<file path="src/rtl/fpga2hps_pkg.sv">
// Shared constants and address decode for the FPGA-to-HPS register bank.
// Optional TIMESTAMP register is enabled with `define FPGA2HPS_TIMESTAMP_EN.
package fpga2hps_pkg;

    // Register offsets above the channel shadow window
    localparam int STATUS_OFS     = 0;
    localparam int CTRL_OFS       = 1;
    localparam int SAMPLE_CNT_OFS = 2;
    localparam int TIMESTAMP_OFS  = 3;

    localparam int CTRL_FREEZE    = 0;
    localparam int CTRL_CLR_DROP  = 1;
    localparam int STATUS_DROP    = 16;

    typedef enum logic [2:0] {
        SEL_NONE,
        SEL_CHAN,
        SEL_STATUS,
        SEL_CTRL,
        SEL_SAMPLE_CNT,
        SEL_TIMESTAMP
    } reg_sel_e;

    function automatic reg_sel_e decode_addr(input int addr, input int num_ch);
        reg_sel_e sel;
        sel = SEL_NONE;
        if (addr < num_ch)
            sel = SEL_CHAN;
        else if (addr == num_ch + STATUS_OFS)
            sel = SEL_STATUS;
        else if (addr == num_ch + CTRL_OFS)
            sel = SEL_CTRL;
        else if (addr == num_ch + SAMPLE_CNT_OFS)
            sel = SEL_SAMPLE_CNT;
`ifdef FPGA2HPS_TIMESTAMP_EN
        else if (addr == num_ch + TIMESTAMP_OFS)
            sel = SEL_TIMESTAMP;
`endif
        return sel;
    endfunction

endpackage

</file>
<file path="src/rtl/fpga2hps_chan.sv">
// One import channel: shadow register plus sticky "new data" flag.
module fpga2hps_chan
    import fpga2hps_pkg::*;
#(
    parameter int DATA_W = 32
) (
    input  logic              clock,
    input  logic              reset,
    input  logic [DATA_W-1:0] q_import,
    input  logic              load,
    input  logic              rd_clr,
    output logic [DATA_W-1:0] shadow,
    output logic              new_data
);

    logic [DATA_W-1:0] shadow_q, shadow_d;
    logic              new_q, new_d;

    always_comb begin
        shadow_d = load ? q_import : shadow_q;
        // A load in the same cycle as the clearing read keeps the flag set
        new_d    = load | (new_q & ~rd_clr);
    end

    always_ff @(posedge clock or posedge reset) begin
        if (reset) begin
            shadow_q <= '0;
            new_q    <= 1'b0;
        end else begin
            shadow_q <= shadow_d;
            new_q    <= new_d;
        end
    end

    assign shadow   = shadow_q;
    assign new_data = new_q;

endmodule

</file>
<file path="src/rtl/fpga2hps_bank.sv">
// Avalon-MM readable bank of FPGA-to-HPS channel shadows with STATUS/CTRL/SAMPLE_CNT.
// Define FPGA2HPS_TIMESTAMP_EN to add a free-running counter latched on freeze.
module fpga2hps_bank
    import fpga2hps_pkg::*;
#(
    parameter int DATA_W = 32,
    parameter int NUM_CH = 4,
    parameter int ADDR_W = 5
) (
    input  logic                     clock,
    input  logic                     reset,
    input  logic [ADDR_W-1:0]        address,
    input  logic                     read,
    input  logic                     write,
    input  logic [DATA_W-1:0]        writedata,
    output logic [DATA_W-1:0]        readdata,
    output logic                     readdatavalid,
    input  logic [NUM_CH*DATA_W-1:0] Q_import,
    input  logic [NUM_CH-1:0]        Q_valid
);

    int        addr_int;
    reg_sel_e  sel;
    logic      rd_acc;
    logic      ctrl_wr;

    assign addr_int = int'(address);
    assign sel      = decode_addr(addr_int, NUM_CH);
    // A write wins over a simultaneous read; the read is dropped entirely
    assign rd_acc   = read & ~write;
    assign ctrl_wr  = write && (sel == SEL_CTRL);

    logic              freeze_q, freeze_d;
    logic              drop_q, drop_d;
    logic [DATA_W-1:0] sample_cnt_q, sample_cnt_d;
    logic [DATA_W-1:0] readdata_q, readdata_d;
    logic              rdvalid_q, rdvalid_d;

    logic [NUM_CH-1:0] load;
    logic [NUM_CH-1:0] rd_clr;
    logic [NUM_CH-1:0] new_flag;
    logic [DATA_W-1:0] shadow [NUM_CH];

    generate
        for (genvar gi = 0; gi < NUM_CH; gi++) begin : g_chan
            assign load[gi]   = Q_valid[gi] & ~freeze_q;
            assign rd_clr[gi] = rd_acc && (sel == SEL_CHAN) && (addr_int == gi);

            fpga2hps_chan #(
                .DATA_W(DATA_W)
            ) u_chan (
                .clock   (clock),
                .reset   (reset),
                .q_import(Q_import[gi*DATA_W +: DATA_W]),
                .load    (load[gi]),
                .rd_clr  (rd_clr[gi]),
                .shadow  (shadow[gi]),
                .new_data(new_flag[gi])
            );
        end
    endgenerate

    logic [DATA_W-1:0] status_val;
    logic [DATA_W-1:0] ctrl_val;

    assign status_val = DATA_W'(new_flag) | (DATA_W'(drop_q) << STATUS_DROP);
    assign ctrl_val   = DATA_W'(freeze_q);

`ifdef FPGA2HPS_TIMESTAMP_EN
    logic [DATA_W-1:0] ts_cnt_q, ts_cnt_d;
    logic [DATA_W-1:0] timestamp_q, timestamp_d;

    always_comb begin
        ts_cnt_d    = ts_cnt_q + {{(DATA_W-1){1'b0}}, 1'b1};
        timestamp_d = (freeze_d & ~freeze_q) ? ts_cnt_q : timestamp_q;
    end

    always_ff @(posedge clock or posedge reset) begin
        if (reset) begin
            ts_cnt_q    <= '0;
            timestamp_q <= '0;
        end else begin
            ts_cnt_q    <= ts_cnt_d;
            timestamp_q <= timestamp_d;
        end
    end
`endif

    // Read mux sees register values from before this edge's updates
    logic [DATA_W-1:0] rd_mux;

    always_comb begin
        rd_mux = '0;
        case (sel)
            SEL_CHAN: begin
                for (int i = 0; i < NUM_CH; i++) begin
                    if (addr_int == i)
                        rd_mux = shadow[i];
                end
            end
            SEL_STATUS:     rd_mux = status_val;
            SEL_CTRL:       rd_mux = ctrl_val;
            SEL_SAMPLE_CNT: rd_mux = sample_cnt_q;
`ifdef FPGA2HPS_TIMESTAMP_EN
            SEL_TIMESTAMP:  rd_mux = timestamp_q;
`endif
            default:        rd_mux = '0;
        endcase
    end

    always_comb begin
        freeze_d     = freeze_q;
        drop_d       = drop_q;
        sample_cnt_d = sample_cnt_q + {{(DATA_W-1){1'b0}}, |load};
        readdata_d   = rd_acc ? rd_mux : readdata_q;
        rdvalid_d    = rd_acc;

        if (ctrl_wr) begin
            freeze_d = writedata[CTRL_FREEZE];
            if (writedata[CTRL_CLR_DROP])
                drop_d = 1'b0;
        end
        if ((Q_valid & {NUM_CH{freeze_q}}) != '0)
            drop_d = 1'b1;
    end

    always_ff @(posedge clock or posedge reset) begin
        if (reset) begin
            freeze_q     <= 1'b0;
            drop_q       <= 1'b0;
            sample_cnt_q <= '0;
            readdata_q   <= '0;
            rdvalid_q    <= 1'b0;
        end else begin
            freeze_q     <= freeze_d;
            drop_q       <= drop_d;
            sample_cnt_q <= sample_cnt_d;
            readdata_q   <= readdata_d;
            rdvalid_q    <= rdvalid_d;
        end
    end

    assign readdata      = readdata_q;
    assign readdatavalid = rdvalid_q;

    logic unused_wdata;
    assign unused_wdata = ^writedata[DATA_W-1:2];

endmodule

</file>
<file path="config.mk">
export PLATFORM = sky130hd
export DESIGN_NAME = fpga2hps_bank
export DESIGN_NICKNAME = d
export VERILOG_FILES = /design/src/rtl/fpga2hps_pkg.sv /design/src/rtl/fpga2hps_chan.sv /design/src/rtl/fpga2hps_bank.sv
export SDC_FILE = /design/constraint.sdc
export NUM_CORES = 1
export LEC_CHECK = 0
export CORE_UTILIZATION = 50
export CTS_CLUSTER_DIAMETER = 200
export DETAILED_ROUTE_END_ITERATION = 8
export PLACE_DENSITY = 0.8
export REMOVE_ABC_BUFFERS = 1
export SETUP_SLACK_MARGIN = 0.5
export SYNTH_ARGS = -nofsm -noshare
export SYNTH_HDL_FRONTEND = slang
export SYNTH_SLANG_ARGS = --single-unit
</file>
<file path="constraint.sdc">
create_clock -name clock -period 8.3 [get_ports clock]
set_clock_uncertainty 0.1 [all_clocks]
set_input_delay 1.245 -clock clock [delete_from_list [all_inputs] [get_ports clock]]
set_output_delay 1.245 -clock clock [all_outputs]
set_load 0.05 [all_outputs]
</file>
==> reports/qor.txt, run 1 <==
FINISH
--------------------------------------------------------------------------------------------------
Fin area ............................................................................  0.01131 mm2
Diode count .........................................................................            0
Sequential cell area ................................................................ 0.004980 mm2
Net count, final ....................................................................          955
Most frequent standard cell in the layout excluding fill and tap cells .............. sky130_fd_sc_hd__dfrtp_1
Area of the multi-input gates ....................................................... 0.003632 mm2
Post-layout utilization of the core .................................................       65.37%
Proportion of layout cells with a drive suffix above 1 ..............................       27.40%
Number of standard cells in the final layout excluding fillers ......................         1017
Fill cell total of the finished layout ..............................................         1225
Synth-to-layout area growth .........................................................       27.55%
Most frequent cells in the layout ................................................... 199 x sky130_fd_sc_hd__dfrtp_1, 173 x sky130_fd_sc_hd__clkdlybuf4s50_1, 129 x sky130_fd_sc_hd__mux2_2

POWER
--------------------------------------------------------------------------------------------------
Combinational share of power ........................................................        19.7%
Psw .................................................................................  0.0006694 W
Proportion of power drawn by the clock network ......................................        32.0%
Switching portion of total power ....................................................       26.28%
Internal power consumption ..........................................................   0.001878 W
Power density of the placed cells ................................................... 225.3 mW/mm2
Part of the power in registers ......................................................        48.3%
Reported leakage power ..............................................................     4.538 nW
IR drop worst, VDD ..................................................................    0.1411 mV

WORST SETUP PATH
--------------------------------------------------------------------------------------------------
CP Launch Type ......................................................................    input pin
Longest individual stage delay on the worst path ....................................      0.87 ns
Setup slack on the worst flop-to-flop path ..........................................      5.30 ns
Data required, critical path ........................................................      8.47 ns
Critical path's slowest cell ........................................................ sky130_fd_sc_hd__nand3_1
Endpoint class of the critical path .................................................    flip-flop
CP max FO ...........................................................................           37
Family of cells with the greatest summed delay on the critical path ................. buffers and inverters
Cell Chain, Critical Path ........................................................... clkdlybuf4s50_1, nand2b_2, buf_4, clkinv_1, nand3_1, o21ai_0
Crit Path Category .................................................................. input pin to flip-flop
Critical path data arrival time .....................................................      4.01 ns
Crit path buffers/inverters .........................................................            3

CLOCK TREE
--------------------------------------------------------------------------------------------------
Resized Gates After CTS .............................................................            0
Number of clock sinks ...............................................................          199
Number of post-CTS setup repair buffers .............................................            0
Clock latency reported for the late side of the worst-skew pair .....................      0.43 ns
Post-CTS Hold Fix Bufs ..............................................................            0
Maximum buffer depth of the clock tree ..............................................            2
TritonCTS Buffers ...................................................................           17
Clock tree from TritonCTS ...........................................................          yes
Buffer type at the clock tree root .................................................. sky130_fd_sc_hd__clkbuf_16
Maximum level of the CTS H-tree .....................................................            4
Clock transition time at the flip-flop clock pins of the worst setup and hold paths .      0.07 ns

DRT
--------------------------------------------------------------------------------------------------
Post-detailed-route wirelength per cell .............................................     20.57 um
Total number of vias ................................................................         5815
Topmost layer with routed signal wires ..............................................         met4
Vias per inst .......................................................................        5.718
Sum of met2 wire segment lengths after detailed routing .............................     10570 um
Met3 WL .............................................................................      1274 um
Wire length after detailed routing ..................................................     20920 um
Count of TritonRoute iterations in the first routing pass ...........................            5
Antenna violation net count after detailed routing ..................................            0
DRC marker count from the first detailed-route iteration ............................          214
M1 wire length ......................................................................      8948 um
Post-route DRC violation count ......................................................            0

TIMING
--------------------------------------------------------------------------------------------------
Highest attainable clock frequency ..................................................    259.9 MHz
Unrepaired setup endpoints after global routing .....................................        false
Period Utilization, post-route ......................................................       46.35%
Final setup viols ...................................................................            0
Tmin final ..........................................................................     3.847 ns
Transition time of the tightest slew-check pin ......................................    0.9756 ns
Total count of hold-check failures in the final report ..............................            0
Rel. slew slack .....................................................................       34.96%
Setup TNS ...........................................................................         0 ns
Max Transition Viols Final ..........................................................            0

LOGIC SYNTHESIS
--------------------------------------------------------------------------------------------------
Number of warning messages in the yosys log .........................................            0
Flip-flop and latch count after synthesis ...........................................          199
Number of synthesized flops with an enable pin ......................................            0
Number of distinct library cells after synthesis ....................................           45
Register area share after synthesis .................................................       56.18%
Average cell area after synthesis ...................................................    14.30 um2
Cell area after synthesis ........................................................... 0.008865 mm2
Synth Flop Type ..................................................................... sky130_fd_sc_hd__dfrtp_1
Fraction of registers with async set/reset ..........................................       100.0%
Gate Count Post-Synth ...............................................................          620

PLACEMENT
--------------------------------------------------------------------------------------------------
Post-DP HPWL ........................................................................     13600 um
Final weighted congestion in routability-driven placement ...........................       0.7546
Total of buffers placed on input and output ports ...................................          175
Area after DPL ......................................................................  0.01073 mm2
Number of placed instances, taps included ...........................................          986

JOB
--------------------------------------------------------------------------------------------------
Number of max-cap violations ........................................................            0

HOLD PATH
--------------------------------------------------------------------------------------------------
Path class of the lowest-slack min-delay path ....................................... flip-flop to flip-flop

FLOORPLANNING
--------------------------------------------------------------------------------------------------
I/O pin count .......................................................................          206
Die height ..........................................................................     135.2 um
Starting density of the core ........................................................       51.25%
Die X-Extent ........................................................................     135.2 um
Area enclosed by the die boundary ...................................................  0.01827 mm2
Row cnt .............................................................................           48
Core box area .......................................................................  0.01730 mm2

GLOBAL ROUTE
--------------------------------------------------------------------------------------------------
GRT overflow ........................................................................            0
First-pass GRT wire length ..........................................................     33600 um
Global routing usage summed across all routing layers ...............................       24.46%
Largest net degree at the start of global routing ...................................          123
Initial antenna violation count .....................................................            0
Vias in the first global route ......................................................         6306

OUTCOME
--------------------------------------------------------------------------------------------------
Result of the run ...................................................................    completed

==> stage by stage <==
stage	power (W)	hold slack, ns	setup slack [ns]
2_1_floorplan	0.001545	0.3464	1.529
3_3_place_gp	0.001715	0.3615	4.084
3_5_place_dp	0.001754	0.3730	3.993
4_1_cts	0.002574	0.3861	4.443
5_1_grt	0.002663	0.4095	4.277
6_report	0.002547	0.3829	4.453
==> metal layers <==
metal | track usage (%) | up-vias
met5 | 0 | -
met4 | 6.617 | 0
met3 | 6.322 | 12
met2 | 40.71 | 180
met1 | 31.79 | 3008
li1 | - | 2615
==> path summary, 6_finish.rpt <==
| check | from | cells after the start | to |
|---|---|---|---|
| min in group asynchronous | reset | 2 | g_chan[0].u_chan.shadow[15]$_DFFE_PP0P_ |
| setup reg to reg | freeze_q$_DFFE_PP0P_ | 8 | sample_cnt_q[29]$_DFF_PP0_ |
| hold reg to reg | readdata[12]$_DFFE_PP0P_ | 2 | readdata[12]$_DFFE_PP0P_ |
| setup / recovery | write | 6 | readdata[13]$_DFFE_PP0P_ |
| hold / removal | readdata[12]$_DFFE_PP0P_ | 2 | readdata[12]$_DFFE_PP0P_ |
| max in group asynchronous | reset | 3 | readdata[5]$_DFFE_PP0P_ |
==> worst min-delay path, cell delays in order (launching register included) <==
cell	delay, ns
sky130_fd_sc_hd__dfrtp_1	0.34
sky130_fd_sc_hd__nand2_1	0.05
sky130_fd_sc_hd__o21ai_0	0.06
==> Yosys cell counts, drive strengths merged (2+ instances only) <==
library cell,number,area share (%)
xnor2,28,2.8
clkbuf,13,0.55
o21ai,26,1.5
nand2b,3,0.21
a222oi,4,0.45
nand3,12,0.68
and3,4,0.28
and4,7,0.72
a21o,2,0.17
inv,3,0.13
nor3b,2,0.17
nor2,21,1.0
a221oi,8,1.3
and2,4,0.28
a22oi,20,1.7
mux4,32,8.3
nor3,4,0.40
nand2,32,1.4
nor2b,4,0.28
mux2,129,16
dfrtp,199,56
nand4,20,1.4
buf,30,2.6
xor2,2,0.20
ha,2,0.28
==> cell type report <==
| class | count | share of cell area [%] |
|---|---|---|
| sequential | 199 | 44.04 |
| multi-input combinational | 374 | 32.12 |
| timing repair buffer | 184 | 16.00 |
| clock buffer | 20 | 4.039 |
| tap | 225 | 2.490 |
| clock inverter | 11 | 1.107 |
| inverter | 4 | 0.1992 |
==> power groups by stage <==
stage	combinational, W	clock [W]	sequential [W]
CTS	0.000509	0.000833	0.00123
floorplan	0.000302	0	0.00124
global route	0.000540	0.000871	0.00125
detailed placement	0.000505	0	0.00125
finish	0.000502	0.000814	0.00123
global placement	0.000486	0	0.00123
==> sequential cells by signal (all words and copies together) (netlist names) <==
signal                  cells
drop_q                      1
freeze_q                    1
g_chan.u_chan.new_data      4
g_chan.u_chan.shadow      128
readdata                   32
readdatavalid               1
sample_cnt_q               32
==> logic make-up (layout without fill, tap and decap cells) <==
group / after synthesis / count (layout) / synth area share [%]
fa+ha+maj: 2 / 2 / 0.2822
simple gates: 117 / 117 / 7.142
mux: 162 / 162 / 24.80
buf+inv: 47 / 219 / 3.289
xor+xnor: 30 / 30 / 2.964
flops: 199 / 199 / 56.18
compound gates: 63 / 63 / 5.349
Note: power is estimated with default switching activity, not from simulation.
==> inputs of run 2 (changes only) <==
==> constraint.sdc (replaced) <==
create_clock -name clock -period 4 [get_ports clock]
set_clock_uncertainty 0.1 [all_clocks]
set_input_delay 0.6 -clock clock [delete_from_list [all_inputs] [get_ports clock]]
set_output_delay 0.6 -clock clock [all_outputs]
set_load 0.05 [all_outputs]
==> reports/qor.txt, run 2 (synthesized netlist as in run 1, its figures left out) <==
TIMING
--------------------------------------------------------------------------------------------------
Total count of hold-check failures in the final report ..............................            0   unchanged
Final setup viols ...................................................................            0   unchanged
Rel. slew slack .....................................................................       37.00%   was 34.96%
Max Transition Viols Final ..........................................................            0   unchanged
Highest attainable clock frequency ..................................................    374.5 MHz
Setup TNS ...........................................................................         0 ns   unchanged
Unrepaired setup endpoints after global routing .....................................        false   unchanged
Hold slack final ....................................................................    0.3744 ns   was 0.3829 ns
Transition time of the tightest slew-check pin ......................................    0.9423 ns   was 0.9756 ns
Tmin final ..........................................................................     2.671 ns
Period Utilization, post-route ......................................................       66.76%

DRT
--------------------------------------------------------------------------------------------------
Wire length after detailed routing ..................................................     21210 um   was 20920 um
Count of TritonRoute iterations in the first routing pass ...........................            4   was 5
DRC marker count from the first detailed-route iteration ............................          347   was 214
Post-detailed-route wirelength per cell .............................................     20.79 um   was 20.57 um
Antenna violation net count after detailed routing ..................................            0   unchanged
Total number of vias ................................................................         5881   was 5815
Vias per inst .......................................................................        5.766   was 5.718
Post-route DRC violation count ......................................................            0   unchanged

FLOORPLANNING
--------------------------------------------------------------------------------------------------
I/O pin count .......................................................................          206   unchanged
Die height ..........................................................................     135.2 um   unchanged
Core box area .......................................................................  0.01730 mm2   unchanged
Die X-Extent ........................................................................     135.2 um   unchanged
Starting density of the core ........................................................       51.25%   unchanged
Area enclosed by the die boundary ...................................................  0.01827 mm2   unchanged
Row cnt .............................................................................           48   unchanged

POWER
--------------------------------------------------------------------------------------------------
Switching portion of total power ....................................................       26.33%   was 26.28%
Reported leakage power ..............................................................     4.544 nW   was 4.538 nW
Internal power consumption ..........................................................   0.003848 W   was 0.001878 W
Psw .................................................................................   0.001376 W   was 0.0006694 W
Combinational share of power ........................................................        20.0%   was 19.7%
Proportion of power drawn by the clock network ......................................        31.2%   was 32.0%
Power density of the placed cells ................................................... 461.8 mW/mm2   was 225.3 mW/mm2
Part of the power in registers ......................................................        48.9%   was 48.3%
IR drop worst, VDD ..................................................................    0.3071 mV   was 0.1411 mV
Overall power consumption ...........................................................   0.005224 W   was 0.002547 W

WORST SETUP PATH
--------------------------------------------------------------------------------------------------
Family of cells with the greatest summed delay on the critical path ................. simple AND/OR/NAND/NOR gates   was buffers and inverters
Data required, critical path ........................................................      4.25 ns   was 8.47 ns
Endpoint class of the critical path .................................................    flip-flop   unchanged
Cell Chain, Critical Path ........................................................... clkdlybuf4s50_1, nor2b_4, or4_1, ha_1, and4_1, and4_1, nand4_1, xnor2_1   was clkdlybuf4s50_1, nand2b_2, buf_4, clkinv_1, nand3_1, o21ai_0
Critical path's slowest cell ........................................................ sky130_fd_sc_hd__or4_1   was sky130_fd_sc_hd__nand3_1
Longest individual stage delay on the worst path ....................................      0.56 ns   was 0.87 ns
Crit path buffers/inverters .........................................................            1   was 3
Critical path data arrival time .....................................................      2.92 ns   was 4.01 ns
CP max FO ...........................................................................            8   was 37
Top cell by count, worst path ....................................................... sky130_fd_sc_hd__and4_1
Setup slack on the worst flop-to-flop path ..........................................      1.37 ns   was 5.30 ns
Crit Path Category .................................................................. input pin to flip-flop   unchanged
CP Launch Type ......................................................................    input pin   unchanged

FINISH
--------------------------------------------------------------------------------------------------
Area of the multi-input gates ....................................................... 0.003632 mm2   unchanged
Most frequent standard cell in the layout excluding fill and tap cells .............. sky130_fd_sc_hd__dfrtp_1   unchanged
Diode count .........................................................................            0   unchanged
Fin area ............................................................................  0.01131 mm2   about the same
Most frequent cells in the layout ................................................... 199 x sky130_fd_sc_hd__dfrtp_1, 173 x sky130_fd_sc_hd__clkdlybuf4s50_1, 129 x sky130_fd_sc_hd__mux2_2   unchanged
Sequential cell area ................................................................ 0.004980 mm2   unchanged
Net count, final ....................................................................          958   was 955
Number of flip-flops under the largest register name ................................          128   unchanged
Proportion of layout cells with a drive suffix above 1 ..............................       27.42%   was 27.40%
Post-layout utilization of the core .................................................       65.40%   was 65.37%
Fill cell total of the finished layout ..............................................         1234   was 1225
Synth-to-layout area growth .........................................................       27.61%   was 27.55%

CLOCK TREE
--------------------------------------------------------------------------------------------------
Clock latency reported for the late side of the worst-skew pair .....................      0.43 ns   about the same
Buffer type at the clock tree root .................................................. sky130_fd_sc_hd__clkbuf_16   unchanged
Number of post-CTS setup repair buffers .............................................            0   unchanged
Number of clock sinks ...............................................................          199   unchanged
Maximum buffer depth of the clock tree ..............................................            2   unchanged
Clock tree from TritonCTS ...........................................................          yes   unchanged
Post-CTS Hold Fix Bufs ..............................................................            0   unchanged
Maximum level of the CTS H-tree .....................................................            4   unchanged
Clock transition time at the flip-flop clock pins of the worst setup and hold paths .      0.07 ns   about the same
TritonCTS Buffers ...................................................................           17   unchanged
Resized Gates After CTS .............................................................            0   unchanged

PLACEMENT
--------------------------------------------------------------------------------------------------
Area after DPL ......................................................................  0.01076 mm2   was 0.01073 mm2
Post-DP HPWL ........................................................................     14270 um   was 13600 um
Total of buffers placed on input and output ports ...................................          175   unchanged
Final weighted congestion in routability-driven placement ...........................       0.7858   was 0.7546

JOB
--------------------------------------------------------------------------------------------------
Number of max-cap violations ........................................................            0   unchanged

GLOBAL ROUTE
--------------------------------------------------------------------------------------------------
First-pass GRT wire length ..........................................................     33830 um   was 33600 um
Vias in the first global route ......................................................         6389   was 6306
Initial antenna violation count .....................................................            0   unchanged
Largest net degree at the start of global routing ...................................           85   was 123
Global routing usage summed across all routing layers ...............................       24.83%   was 24.46%
GRT overflow ........................................................................            0   unchanged

OUTCOME
--------------------------------------------------------------------------------------------------
Result of the run ...................................................................    completed   unchanged

HOLD PATH
--------------------------------------------------------------------------------------------------
Path class of the lowest-slack min-delay path ....................................... flip-flop to flip-flop   unchanged

run 2: cell types whose count changed in the layout (fill, tap and decap cells not counted):
cell,delta
sky130_fd_sc_hd__buf_12,+1
sky130_fd_sc_hd__buf_4,+2
sky130_fd_sc_hd__bufinv_16,-1
sky130_fd_sc_hd__clkbuf_1,+2
sky130_fd_sc_hd__clkbuf_8,+1
sky130_fd_sc_hd__clkinv_2,+1
sky130_fd_sc_hd__clkinv_4,-2
sky130_fd_sc_hd__inv_6,-1
run 2: per-stage QoR:
| stage | std cells | setup slack, ns |
|---|---|---|
| detailed placement | 989 | 0.8890 |
| global route | 1020 | 1.225 |
| floorplan | 577 | -2.126 |
| global placement | 989 | 0.9531 |
| finish | 1020 | 1.329 |
| CTS | 1020 | 1.336 |
run 2: per-layer routing:
metal | routed length (um) | GRT usage [%]
met5 | 0 | 0
met4 | 455 | 9.613
met3 | 1351 | 5.425
met2 | 10640 | 41.14
met1 | 8763 | 31.96
run 2: power groups by stage:
| stage | registers (W) | logic [W] | clock network (W) |
|---|---|---|---|
| 2_1_floorplan | 0.00258 | 0.000627 | 0 |
| 3_3_place_gp | 0.00255 | 0.00101 | 0 |
| 3_5_place_dp | 0.00259 | 0.00105 | 0 |
| 4_1_cts | 0.00256 | 0.00106 | 0.00166 |
| 5_1_grt | 0.00260 | 0.00112 | 0.00175 |
| 6_report | 0.00255 | 0.00104 | 0.00163 |
run 2: worst paths after layout:
check,from,end,depth (start not counted)
max,Q_valid[0],sample_cnt_q[13]$_DFF_PP0_,8
min,sample_cnt_q[31]$_DFF_PP0_,sample_cnt_q[31]$_DFF_PP0_,1
max reg2reg,freeze_q$_DFFE_PP0P_,sample_cnt_q[13]$_DFF_PP0_,7
min reg2reg,sample_cnt_q[31]$_DFF_PP0_,sample_cnt_q[31]$_DFF_PP0_,1
max in group asynchronous,reset,g_chan[3].u_chan.shadow[23]$_DFFE_PP0P_,3
min in group asynchronous,reset,g_chan[2].u_chan.shadow[6]$_DFFE_PP0P_,2
run 2: cell type report:
class                           instances  share of cell area (%)
Sequential cell                       199                   44.02
Multi-Input combinational cell        374                   32.11
Timing Repair Buffer                  187                   16.30
Clock buffer                           23                   4.225
Tap cell                              225                   2.489
Clock inverter                          8                  0.6526
Inverter                                4                  0.1991
run 2: worst register-to-register path, cell delays in order, from the launching register on:
cell and delay, ns:
sky130_fd_sc_hd__dfrtp_1 0.62, sky130_fd_sc_hd__nor2b_4 0.07, sky130_fd_sc_hd__or4_1 0.56, sky130_fd_sc_hd__ha_1 0.25, sky130_fd_sc_hd__and4_1 0.31, sky130_fd_sc_hd__and4_1 0.33
sky130_fd_sc_hd__nand4_1 0.16, sky130_fd_sc_hd__xnor2_1 0.14
==> inputs of run 3 (changes only) <==
==> constraint.sdc (replaced) <==
create_clock -name clock -period 2.6 [get_ports clock]
set_clock_uncertainty 0.1 [all_clocks]
set_input_delay 0.39 -clock clock [delete_from_list [all_inputs] [get_ports clock]]
set_output_delay 0.39 -clock clock [all_outputs]
set_load 0.05 [all_outputs]
==> reports/qor.txt, run 3 (synthesized netlist as in run 1, its figures left out) <==
DRT
--------------------------------------------------------------------------------------------------
Post-route DRC violation count ......................................................            0   unchanged
DRC marker count from the first detailed-route iteration ............................          304   was 347
Total number of vias ................................................................         5872   was 5881
Wire length after detailed routing ..................................................     21120 um   was 21210 um
Vias per inst .......................................................................        5.684   was 5.766
Post-detailed-route wirelength per cell .............................................     20.44 um   was 20.79 um
Antenna violation net count after detailed routing ..................................            0   unchanged
Count of TritonRoute iterations in the first routing pass ...........................            5   was 4

FINISH
--------------------------------------------------------------------------------------------------
Number of standard cells in the final layout excluding fillers ......................         1033   was 1020
Sequential cell area ................................................................ 0.004981 mm2   was 0.004980 mm2
Number of flip-flops under the largest register name ................................          128   unchanged
Diode count .........................................................................            0   unchanged
Net count, final ....................................................................          970   was 958
Proportion of layout cells with a drive suffix above 1 ..............................       29.58%   was 27.42%
Most frequent cells in the layout ................................................... 198 x sky130_fd_sc_hd__dfrtp_1, 140 x sky130_fd_sc_hd__clkdlybuf4s50_1, 129 x sky130_fd_sc_hd__mux2_2   was 199 x sky130_fd_sc_hd__dfrtp_1, 173 x sky130_fd_sc_hd__clkdlybuf4s50_1, 129 x sky130_fd_sc_hd__mux2_2
Most frequent standard cell in the layout excluding fill and tap cells .............. sky130_fd_sc_hd__dfrtp_1   unchanged
Post-layout utilization of the core .................................................       66.58%   was 65.40%
Fill cell total of the finished layout ..............................................         1231   was 1234
Synth-to-layout area growth .........................................................       29.91%   was 27.61%
Area of the multi-input gates ....................................................... 0.003687 mm2   was 0.003632 mm2

PLACEMENT
--------------------------------------------------------------------------------------------------
Post-placement setup slack ..........................................................   -0.1470 ns   was 0.8890 ns
Final weighted congestion in routability-driven placement ...........................       0.7822   was 0.7858
Number of placed instances, taps included ...........................................          998   was 989
Post-DP HPWL ........................................................................     14450 um   was 14270 um
Total of buffers placed on input and output ports ...................................          175   unchanged

POWER
--------------------------------------------------------------------------------------------------
Combinational share of power ........................................................        20.2%   was 20.0%
IR drop worst, VDD ..................................................................    0.5421 mV   was 0.3071 mV
Overall power consumption ...........................................................   0.008288 W   was 0.005224 W
Internal power consumption ..........................................................   0.006138 W   was 0.003848 W
Switching portion of total power ....................................................       25.94%   was 26.33%
Part of the power in registers ......................................................        47.6%   was 48.9%
Proportion of power drawn by the clock network ......................................        32.2%   was 31.2%
Reported leakage power ..............................................................     4.815 nW   was 4.544 nW
Psw .................................................................................   0.002150 W   was 0.001376 W
Power density of the placed cells ................................................... 719.7 mW/mm2   was 461.8 mW/mm2

WORST SETUP PATH
--------------------------------------------------------------------------------------------------
Cell Chain, Critical Path ........................................................... nor2b_4, or4_4, ha_4, ha_2, and3_4, nand4_1, xnor2_1   was clkdlybuf4s50_1, nor2b_4, or4_1, ha_1, and4_1, and4_1, nand4_1, xnor2_1
Cells on worst reg2reg path .........................................................            7   unchanged
Crit Path Category .................................................................. flip-flop to flip-flop   was input pin to flip-flop
Capturing point of the worst reg2reg path ........................................... sample_cnt_q[18]$_DFF_PP0_   was sample_cnt_q[13]$_DFF_PP0_
Total number of cells along the worst setup path ....................................            7   was 8
Longest individual stage delay on the worst path ....................................      0.56 ns   about the same
CP max FO ...........................................................................            7   was 8
Family of cells with the greatest summed delay on the critical path ................. simple AND/OR/NAND/NOR gates   unchanged
Data required, critical path ........................................................      2.85 ns   was 4.25 ns
Critical path data arrival time .....................................................      2.41 ns   was 2.92 ns
Setup slack on the worst flop-to-flop path ..........................................      0.45 ns   was 1.37 ns
Origin of the critical flop-to-flop path ............................................ freeze_q$_DFFE_PP0P_   unchanged
Crit path buffers/inverters .........................................................            0   was 1
CP Launch Type ......................................................................    flip-flop   was input pin
Critical path's slowest cell ........................................................ sky130_fd_sc_hd__or4_4   was sky130_fd_sc_hd__or4_1
Endpoint class of the critical path .................................................    flip-flop   unchanged

FLOORPLANNING
--------------------------------------------------------------------------------------------------
I/O pin count .......................................................................          206   unchanged
Die X-Extent ........................................................................     135.2 um   unchanged
Area enclosed by the die boundary ...................................................  0.01827 mm2   unchanged
Starting density of the core ........................................................       51.25%   unchanged
Row cnt .............................................................................           48   unchanged
Die height ..........................................................................     135.2 um   unchanged
Core box area .......................................................................  0.01730 mm2   unchanged

OUTCOME
--------------------------------------------------------------------------------------------------
Result of the run ...................................................................    completed   unchanged

HOLD PATH
--------------------------------------------------------------------------------------------------
Path class of the lowest-slack min-delay path ....................................... input pin to asynchronous set/reset pin   was flip-flop to flip-flop

TIMING
--------------------------------------------------------------------------------------------------
Total count of hold-check failures in the final report ..............................            0   unchanged
Transition time of the tightest slew-check pin ......................................    0.5923 ns   was 0.9423 ns
Period Utilization, post-route ......................................................       82.86%
Post-layout worst setup margin ......................................................    0.4457 ns   was 1.329 ns
Rel. slew slack .....................................................................       60.67%   was 37.00%
Final setup viols ...................................................................            0   unchanged
Tmin final ..........................................................................     2.154 ns
Max Transition Viols Final ..........................................................            0   unchanged
Highest attainable clock frequency ..................................................    464.2 MHz
Unrepaired setup endpoints after global routing .....................................         true   was false

GLOBAL ROUTE
--------------------------------------------------------------------------------------------------
Largest net degree at the start of global routing ...................................           48   was 85
Vias in the first global route ......................................................         6391   was 6389
Initial antenna violation count .....................................................            0   unchanged
First-pass GRT wire length ..........................................................     33850 um   was 33830 um
Global routing usage summed across all routing layers ...............................       24.61%   was 24.83%
GRT overflow ........................................................................            0   unchanged

CLOCK TREE
--------------------------------------------------------------------------------------------------
Maximum level of the CTS H-tree .....................................................            4   unchanged
Buffer type at the clock tree root .................................................. sky130_fd_sc_hd__clkbuf_16   unchanged
Clock transition time at the flip-flop clock pins of the worst setup and hold paths .      0.07 ns   about the same
TritonCTS Buffers ...................................................................           17   unchanged
Clock tree from TritonCTS ...........................................................          yes   unchanged
Number of clock sinks ...............................................................          199   unchanged
Maximum buffer depth of the clock tree ..............................................            2   unchanged
Clock latency reported for the late side of the worst-skew pair .....................      0.43 ns   about the same

JOB
--------------------------------------------------------------------------------------------------
Number of max-cap violations ........................................................            0   unchanged

==> run 3: cell count changes in the layout (fill, tap and decap cells not counted), sizes merged <==
cell           previous run  this run
clkdlybuf4s50           173       140
dlygate4sd2               0        31
buf                      14        26
bufinv                    1         3
dlymetal6s2s              0         2
clkbuf                   23        24
clkinv                    6         5
clkinvlp                  2         1
==> run 3: worst max path at each step <==
stage	startpoint	to
after global routing	freeze_q$_DFFE_PP0P_	sample_cnt_q[28]$_DFF_PP0_
final	freeze_q$_DFFE_PP0P_	sample_cnt_q[18]$_DFF_PP0_
after detailed placement	Q_valid[1]	sample_cnt_q[30]$_DFF_PP0_
after CTS	freeze_q$_DFFE_PP0P_	sample_cnt_q[29]$_DFF_PP0_
after global placement	Q_valid[0]	sample_cnt_q[13]$_DFF_PP0_
after floorplan	reset	drop_q$_DFFE_PP0P_
==> run 3: power by group through the flow <==
stage	sequential (W)	combinational, W	clock, W
floorplan	0.00397	0.000965	0
CTS	0.00394	0.00168	0.00272
finish	0.00395	0.00167	0.00267
detailed placement	0.00399	0.00164	0
global route	0.00401	0.00179	0.00284
global placement	0.00393	0.00158	0
==> run 3: stage by stage <==
stage | hold slack, ns | instance area, um2 | TNS, ns
floorplan | 0.3464 | 8588 | -679.99
global placement | 0.3619 | 10880 | -1.413
detailed placement | 0.3700 | 10880 | -2.408
CTS | 0.2509 | 11490 | 0
global route | 0.2659 | 11520 | 0
finish | 0.2503 | 11520 | 0
==> run 3: area by class of cell <==
cell class / count / area share (%)
clock inverter: 8 / 1.054
sequential: 199 / 43.25
timing repair buffer: 199 / 16.94
inverter: 4 / 0.1956
tap: 225 / 2.445
multi-input combinational: 374 / 32.02
clock buffer: 24 / 4.096
==> run 3: metal layers <==
| layer | global-route usage, % | routed length (um) |
|---|---|---|
| met1 | 33.41 | 9183 |
| met2 | 39.72 | 10370 |
| met5 | 0 | 0 |
| met3 | 5.911 | 1298 |
| met4 | 6.742 | 268 |
==> run 3: what timing repair did <==
action                     4_1_cts  5_1_grt
hold buffers                     0        0
setup endpoints to repair       60       29
resized for setup               43        5
pin swaps                        8        9
setup buffers                    2        1
